<file path="config.mk">
export PLATFORM = sky130hd
export DESIGN_NAME = au_i2s_rx
export DESIGN_NICKNAME = d
export VERILOG_FILES = /design/src/rtl/user_pkg.sv /design/src/rtl/au_i2s_rx_fifo.sv /design/src/rtl/au_i2s_rx.sv
export SDC_FILE = /design/constraint.sdc
export NUM_CORES = 1
export LEC_CHECK = 0
export CAP_MARGIN = 30
export CORE_AREA = 3 3 123 125
export CTS_CLUSTER_SIZE = 20
export DETAILED_ROUTE_END_ITERATION = 8
export DIE_AREA = 0 0 126 128
export PLACE_DENSITY_LB_ADDON = 0.3
export SETUP_SLACK_MARGIN = 0.05
export SLEW_MARGIN = 20
export SYNTH_ARGS = -nofsm -noshare
export SYNTH_HDL_FRONTEND = slang
export SYNTH_SLANG_ARGS = --single-unit
</file>
<file path="constraint.sdc">
create_clock -name clk_i -period 4.11 [get_ports clk_i]
set_input_delay 0.6165 -clock clk_i [delete_from_list [all_inputs] [get_ports clk_i]]
set_output_delay 0.6165 -clock clk_i [all_outputs]
set_load 0.02 [all_outputs]
</file>
<file path="src/rtl/user_pkg.sv">
// Shared constants and types for the audio I2S receiver slice.
// Stereo pairs are stored as a packed {left, right} struct.
package user_pkg;

   localparam int AuSampleWidth  = 16;
   localparam int AuI2sFifoDepth = 4;

   typedef struct packed {
      logic [AuSampleWidth-1:0] left;
      logic [AuSampleWidth-1:0] right;
   } au_stereo_t;

   typedef enum logic [1:0] {
      ST_IDLE,
      ST_SYNC,
      ST_SHIFT
   } au_rx_state_e;

endpackage

</file>
<file path="src/rtl/au_i2s_rx_fifo.sv">
// Stereo-pair FIFO with head-of-queue read, flush, and full/empty flags.
// Pointers carry one extra MSB so full and empty are distinguishable.
module au_i2s_rx_fifo
   import user_pkg::*;
#(
   parameter int Depth = AuI2sFifoDepth
) (
   input  logic       clk_i,
   input  logic       rst_ni,
   input  logic       flush,
   input  logic       push,
   input  logic       pop,
   input  au_stereo_t wdata,
   output au_stereo_t rdata,
   output logic       full,
   output logic       empty
);

   localparam int AddrW = $clog2(Depth);

   logic [AddrW:0] wptr;
   logic [AddrW:0] rptr;
   au_stereo_t     mem [Depth];
   logic           do_push;
   logic           do_pop;

   assign empty   = (wptr == rptr);
   assign full    = (wptr[AddrW] != rptr[AddrW]) && (wptr[AddrW-1:0] == rptr[AddrW-1:0]);
   assign do_pop  = pop && !empty;
   // When full, a same-cycle pop frees the head slot, which is the one being written.
   assign do_push = push && (!full || do_pop);
   assign rdata   = mem[rptr[AddrW-1:0]];

   always_ff @(posedge clk_i or negedge rst_ni) begin
      if (!rst_ni) begin
         wptr <= '0;
         rptr <= '0;
         mem  <= '{default: '0};
      end else if (flush) begin
         wptr <= '0;
         rptr <= '0;
      end else begin
         if (do_push) begin
            mem[wptr[AddrW-1:0]] <= wdata;
            wptr                 <= wptr + (AddrW+1)'(1);
         end
         if (do_pop) begin
            rptr <= rptr + (AddrW+1)'(1);
         end
      end
   end

endmodule

</file>
<file path="src/rtl/au_i2s_rx.sv">
// Stereo I2S receiver: oversampled on clk_i, deserializes left/right words, buffers pairs.
// Define AU_I2S_RX_DROP_CNT_EN to build the saturating dropped-pair counter on drop_cnt_o.
module au_i2s_rx
   import user_pkg::*;
#(
   parameter int SampleWidth = AuSampleWidth,
   parameter int FifoDepth   = AuI2sFifoDepth
) (
   input  logic                   clk_i,
   input  logic                   rst_ni,
   input  logic                   enable_i,
   input  logic                   clear_ovf_i,
   input  logic                   i2s_sck_i,
   input  logic                   i2s_ws_i,
   input  logic                   i2s_sd_i,
   output logic                   sample_valid_o,
   input  logic                   sample_ready_i,
   output logic [SampleWidth-1:0] sample_left_o,
   output logic [SampleWidth-1:0] sample_right_o,
   output logic                   overflow_o,
   output logic [15:0]            drop_cnt_o
);

   // state    | meaning
   // ST_IDLE  | disabled; deserializer and FIFO held clear
   // ST_SYNC  | waiting for a WS falling edge (left-channel start)
   // ST_SHIFT | deserializing words and pushing completed pairs

   localparam int CntW = $clog2(SampleWidth + 1);

   logic [1:0]             sck_sync;
   logic [1:0]             ws_sync;
   logic [1:0]             sd_sync;
   logic                   sck_prev;
   logic                   sck_rise;
   logic                   ws_q;
   logic                   sd_q;
   logic                   ws_prev;
   au_rx_state_e           state;
   au_rx_state_e           state_nxt;
   logic [SampleWidth-1:0] shift_reg;
   logic [SampleWidth-1:0] shift_nxt;
   logic [SampleWidth-1:0] left_word;
   logic [CntW-1:0]        bitcnt;
   logic                   ch;
   logic                   flush;
   logic                   bit_en;
   logic                   word_end;
   logic                   push;
   logic                   pop;
   logic                   drop;
   logic                   fifo_full;
   logic                   fifo_empty;
   logic                   overflow;
   au_stereo_t             push_data;
   au_stereo_t             head;

   // WS and SD are delayed alongside the registered rise strobe so all three stay aligned.
   always_ff @(posedge clk_i or negedge rst_ni) begin
      if (!rst_ni) begin
         sck_sync <= '0;
         ws_sync  <= '0;
         sd_sync  <= '0;
         sck_prev <= 1'b0;
         sck_rise <= 1'b0;
         ws_q     <= 1'b0;
         sd_q     <= 1'b0;
         ws_prev  <= 1'b0;
      end else begin
         sck_sync <= {sck_sync[0], i2s_sck_i};
         ws_sync  <= {ws_sync[0], i2s_ws_i};
         sd_sync  <= {sd_sync[0], i2s_sd_i};
         sck_prev <= sck_sync[1];
         sck_rise <= sck_sync[1] & ~sck_prev;
         ws_q     <= ws_sync[1];
         sd_q     <= sd_sync[1];
         if (sck_rise) begin
            ws_prev <= ws_q;
         end
      end
   end

   always_ff @(posedge clk_i or negedge rst_ni) begin
      if (!rst_ni) begin
         state <= ST_IDLE;
      end else begin
         state <= state_nxt;
      end
   end

   always_comb begin
      state_nxt = state;
      flush     = 1'b0;
      bit_en    = 1'b0;
      word_end  = 1'b0;
      case (state)
         ST_IDLE: begin
            flush = 1'b1;
            if (enable_i) state_nxt = ST_SYNC;
         end
         ST_SYNC: begin
            if (!enable_i) state_nxt = ST_IDLE;
            else if (sck_rise && !ws_q && ws_prev) state_nxt = ST_SHIFT;
         end
         ST_SHIFT: begin
            if (!enable_i) begin
               state_nxt = ST_IDLE;
            end else if (sck_rise) begin
               bit_en   = (bitcnt < CntW'(SampleWidth));
               word_end = (ws_q != ws_prev);
            end
         end
         default: state_nxt = ST_IDLE;
      endcase
   end

   // The shift register is cleared per word, so each bit is ORed in exactly once.
   assign shift_nxt = bit_en ? (shift_reg | (SampleWidth'(sd_q) << (CntW'(SampleWidth - 1) - bitcnt)))
                             : shift_reg;
   assign push      = word_end && ch;
   assign push_data = '{left: left_word, right: shift_nxt};

   always_ff @(posedge clk_i or negedge rst_ni) begin
      if (!rst_ni) begin
         shift_reg <= '0;
         bitcnt    <= '0;
         ch        <= 1'b0;
         left_word <= '0;
      end else if (state != ST_SHIFT) begin
         shift_reg <= '0;
         bitcnt    <= '0;
         ch        <= 1'b0;
         if (state == ST_IDLE) left_word <= '0;
      end else if (sck_rise && enable_i) begin
         if (word_end) begin
            if (!ch) left_word <= shift_nxt;
            shift_reg <= '0;
            bitcnt    <= '0;
            ch        <= ws_q;
         end else begin
            shift_reg <= shift_nxt;
            if (bit_en) bitcnt <= bitcnt + CntW'(1);
         end
      end
   end

   au_i2s_rx_fifo #(
      .Depth (FifoDepth)
   ) u_fifo (
      .clk_i  (clk_i),
      .rst_ni (rst_ni),
      .flush  (flush),
      .push   (push),
      .pop    (pop),
      .wdata  (push_data),
      .rdata  (head),
      .full   (fifo_full),
      .empty  (fifo_empty)
   );

   assign pop  = !fifo_empty && sample_ready_i;
   assign drop = push && fifo_full && !pop;

   // A drop in the same cycle as a clear wins, so the event is never lost.
   always_ff @(posedge clk_i or negedge rst_ni) begin
      if (!rst_ni) begin
         overflow <= 1'b0;
      end else if (drop) begin
         overflow <= 1'b1;
      end else if (clear_ovf_i) begin
         overflow <= 1'b0;
      end
   end

`ifdef AU_I2S_RX_DROP_CNT_EN
   logic [15:0] drop_cnt;

   always_ff @(posedge clk_i or negedge rst_ni) begin
      if (!rst_ni) begin
         drop_cnt <= '0;
      end else if (drop) begin
         if (clear_ovf_i) drop_cnt <= 16'd1;
         else if (drop_cnt != 16'hFFFF) drop_cnt <= drop_cnt + 16'd1;
      end else if (clear_ovf_i) begin
         drop_cnt <= '0;
      end
   end

   assign drop_cnt_o = drop_cnt;
`else
   assign drop_cnt_o = '0;
`endif

   assign sample_valid_o = !fifo_empty;
   assign sample_left_o  = head.left;
   assign sample_right_o = head.right;
   assign overflow_o     = overflow;

endmodule
</file>
==> flow_metrics.env <==
export IMPL_p_int_mw=2.71
export IMPL_power_density_nw_per_um2=373
export IMPL_synth_warnings=0
export IMPL_ant_nets=0
export IMPL_io_pins=58
export IMPL_synth_ff_type="dfrtp_1"
export IMPL_htreeDepth=4
export IMPL_die_x_um=126
export IMPL_hold_path_class="primary input to async pin"
export IMPL_fin_area_um2=9450
export IMPL_overflow=0
export IMPL_setup_viol=0
export IMPL_path_max_fanout=24
export IMPL_outcome="finished, final reports clean"
export IMPL_fin_worst_skew_ns=0.00941
export IMPL_cts_path_max_buffers=2
export IMPL_numCtsBuffers=17
export IMPL_grt_max_degree=52
export IMPL_syn_inst=582
export IMPL_dp_hpwl_um=11000
export IMPL_wl_um=17400
export IMPL_synth_top_area_cell="dfrtp_1"
export IMPL_power_frac_seq=0.523
export IMPL_fin_crit_sh=0.760
export IMPL_r2r_slack_ns=1.40
export IMPL_netlist_area_um2=8380
export IMPL_grt_use_total=0.233
export IMPL_hold_viol_final=0
export IMPL_cts_setup_buffers=0
export IMPL_nets=632
export IMPL_core_area_um2=14000
export IMPL_yosys_register_bits=186
export IMPL_io_buffers=41
export IMPL_yosysMostFrequentCell="dfrtp_1"
export IMPL_clkLatencyLatePin_ns=0.43
export IMPL_largest_reg_flops=128
export IMPL_placed_cell_area_um2=8870
export IMPL_clock_fmax_mhz=320
export IMPL_synth_common_cells="dfrtp_1, mux2_2, a21oi_1"
export IMPL_path_clk_slew_ns=0.07
export IMPL_maxCapViolations=0
export IMPL_p_sw_mw=0.819
export IMPL_drt_pass1_iter_count=4
export IMPL_rsz0062_at_grt="no"
export IMPL_synth_cell_types=47
export IMPL_timing_rr_start="u_fifo.rptr[0]$_DFFE_PN0P_"
export IMPL_cts_num_sinks=186
export IMPL_setup_tns_ns=0
export IMPL_syn_to_final_growth_pct=12.8
export IMPL_endpoint_kind="output port"
export IMPL_synthTopCellsByArea="dfrtp_1, mux2_2, mux4_2"
export IMPL_drive_gt1_frac=0.325
export IMPL_synth_edf_count=0
export IMPL_ir_drop_mv=0.336
export IMPL_cts_root_buf="clkbuf_16"
export IMPL_max_slew_margin=0.435
export IMPL_drcViolationCount=0
export IMPL_routed_via_density=6.12
export IMPL_pwr_share_comb=0.023
export IMPL_die_h_um=128
export IMPL_grt_pass1_wl_um=29300
export IMPL_crit_required_ns=3.49
export IMPL_slew_violations=0
export IMPL_drtIter0Drc=388
export IMPL_power_frac_clock=0.455
export IMPL_layout_min_cycle_time_ns=3.12
export IMPL_wl_per_cell_um=21.5
export IMPL_tightest_slew_ns=0.841
export IMPL_yosysSeqAreaShare=0.555
export IMPL_gp_congestion=0.802
export IMPL_path_class="flop to output port"
export IMPL_startpoint_type="flop"
export IMPL_cts_tree="done"
export IMPL_synth_avg_cell_area_um2=14.4
export IMPL_p_sw_frac=0.232
export IMPL_dr_total_vias=4967
export IMPL_critPathLaunch="u_fifo.rptr[0]$_DFFE_PN0P_"
export IMPL_antenna_cells=0
export IMPL_synth_top_cell_area_share=0.555
export IMPL_antenna_found_initial=0
export IMPL_initial_core_util=0.599
export IMPL_p_leak_nw=4.36
export IMPL_cts_resized=0
export IMPL_critical_path_arrival_ns=2.51
export IMPL_hold_buffers=0
export IMPL_async_flop_share=1.00
export IMPL_placementRows=43
export IMPL_dieArea_um2=16100
export IMPL_fillers=982
export IMPL_grt_pass1_vias=5530
==> path summary, 6_finish.rpt <==
kind                                         endpoint  cells after the start
setup / recovery                    sample_right_o[7]                      3
hold / removal                     sck_prev$_DFF_PN0_                      1
setup reg to reg           u_fifo.mem[19]$_DFFE_PN0P_                      5
hold reg to reg                        sd_q$_DFF_PN0_                      0
max in group asynchronous  u_fifo.mem[12]$_DFFE_PN0P_                      2
min in group clk_i                     sd_q$_DFF_PN0_                      0
==> layout by cell type (no fill, tap or decap), drive strengths merged, types with 14 or more instances in the layout <==
master,instances
mux4,32
buf,14
clkdlybuf4s50,40
mux2,113
dfrtp,186
conb,16
nor2,19
a21oi,60
o2bb2ai,16
a21o,16
clkbuf,17
==> layout make-up <==
type	count	area (µm²)	area share
Inverter	3	11.3	0.00119
Clock inverter	15	158	0.0167
Multi-Input combinational cell	356	3450	0.366
Tap cell	180	225	0.0238
Timing Repair Buffer	54	522	0.0552
Sequential cell	186	4660	0.493
Clock buffer	17	425	0.0450
==> cells by family after synthesis <==
| family | count (synthesis) | share of synthesized area |
|---|---|---|
| flops | 186 | 0.555 |
| mux | 148 | 0.247 |
| compound gates | 105 | 0.0828 |
| simple gates | 70 | 0.0496 |
| buf+inv | 55 | 0.0415 |
| xor+xnor | 11 | 0.0146 |
| fa+ha+maj | 6 | 0.00896 |
| other cells | 1 | 0.000447 |
==> metrics by stage <==
step / cells / total power [mW] / utilization / hold WS, ns / setup WS, ns
CTS: 811 / 3.55 / 0.676 / 0.114 / 0.912
finish: 811 / 3.53 / 0.676 / 0.107 / 0.986
global route: 811 / 3.65 / 0.676 / 0.130 / 0.857
floorplan: 597 / 1.92 / - / 0.321 / 1.99
global placement: 779 / 1.96 / 0.634 / 0.333 / 0.947
detailed placement: 779 / 1.96 / 0.634 / 0.336 / 0.848
==> critical path, cell delays in order (launching register included) <==
cell and delay [ns]:
dfrtp_2 0.63, buf_12 0.30, mux4_2 0.57, clkdlybuf4s50_1 0.56
==> routing by layer <==
layer	wire length (µm)	global-route usage	vias up
met4	243	0.0801	0
met5	0	0	-
li1	-	-	2174
met2	8820	0.383	106
met1	7640	0.312	2663
met3	733	0.0533	24
==> power groups by stage <==
stage | clock network, mW | registers (mW) | logic, mW
final | 1.60 | 1.84 | 0.0799
after CTS | 1.63 | 1.84 | 0.0819
after global placement | 0 | 1.88 | 0.0788
after floorplan | 0 | 1.88 | 0.0445
after global routing | 1.71 | 1.84 | 0.0903
after detailed placement | 0 | 1.88 | 0.0812
No activity file was read; power rests on OpenSTA's default activity.
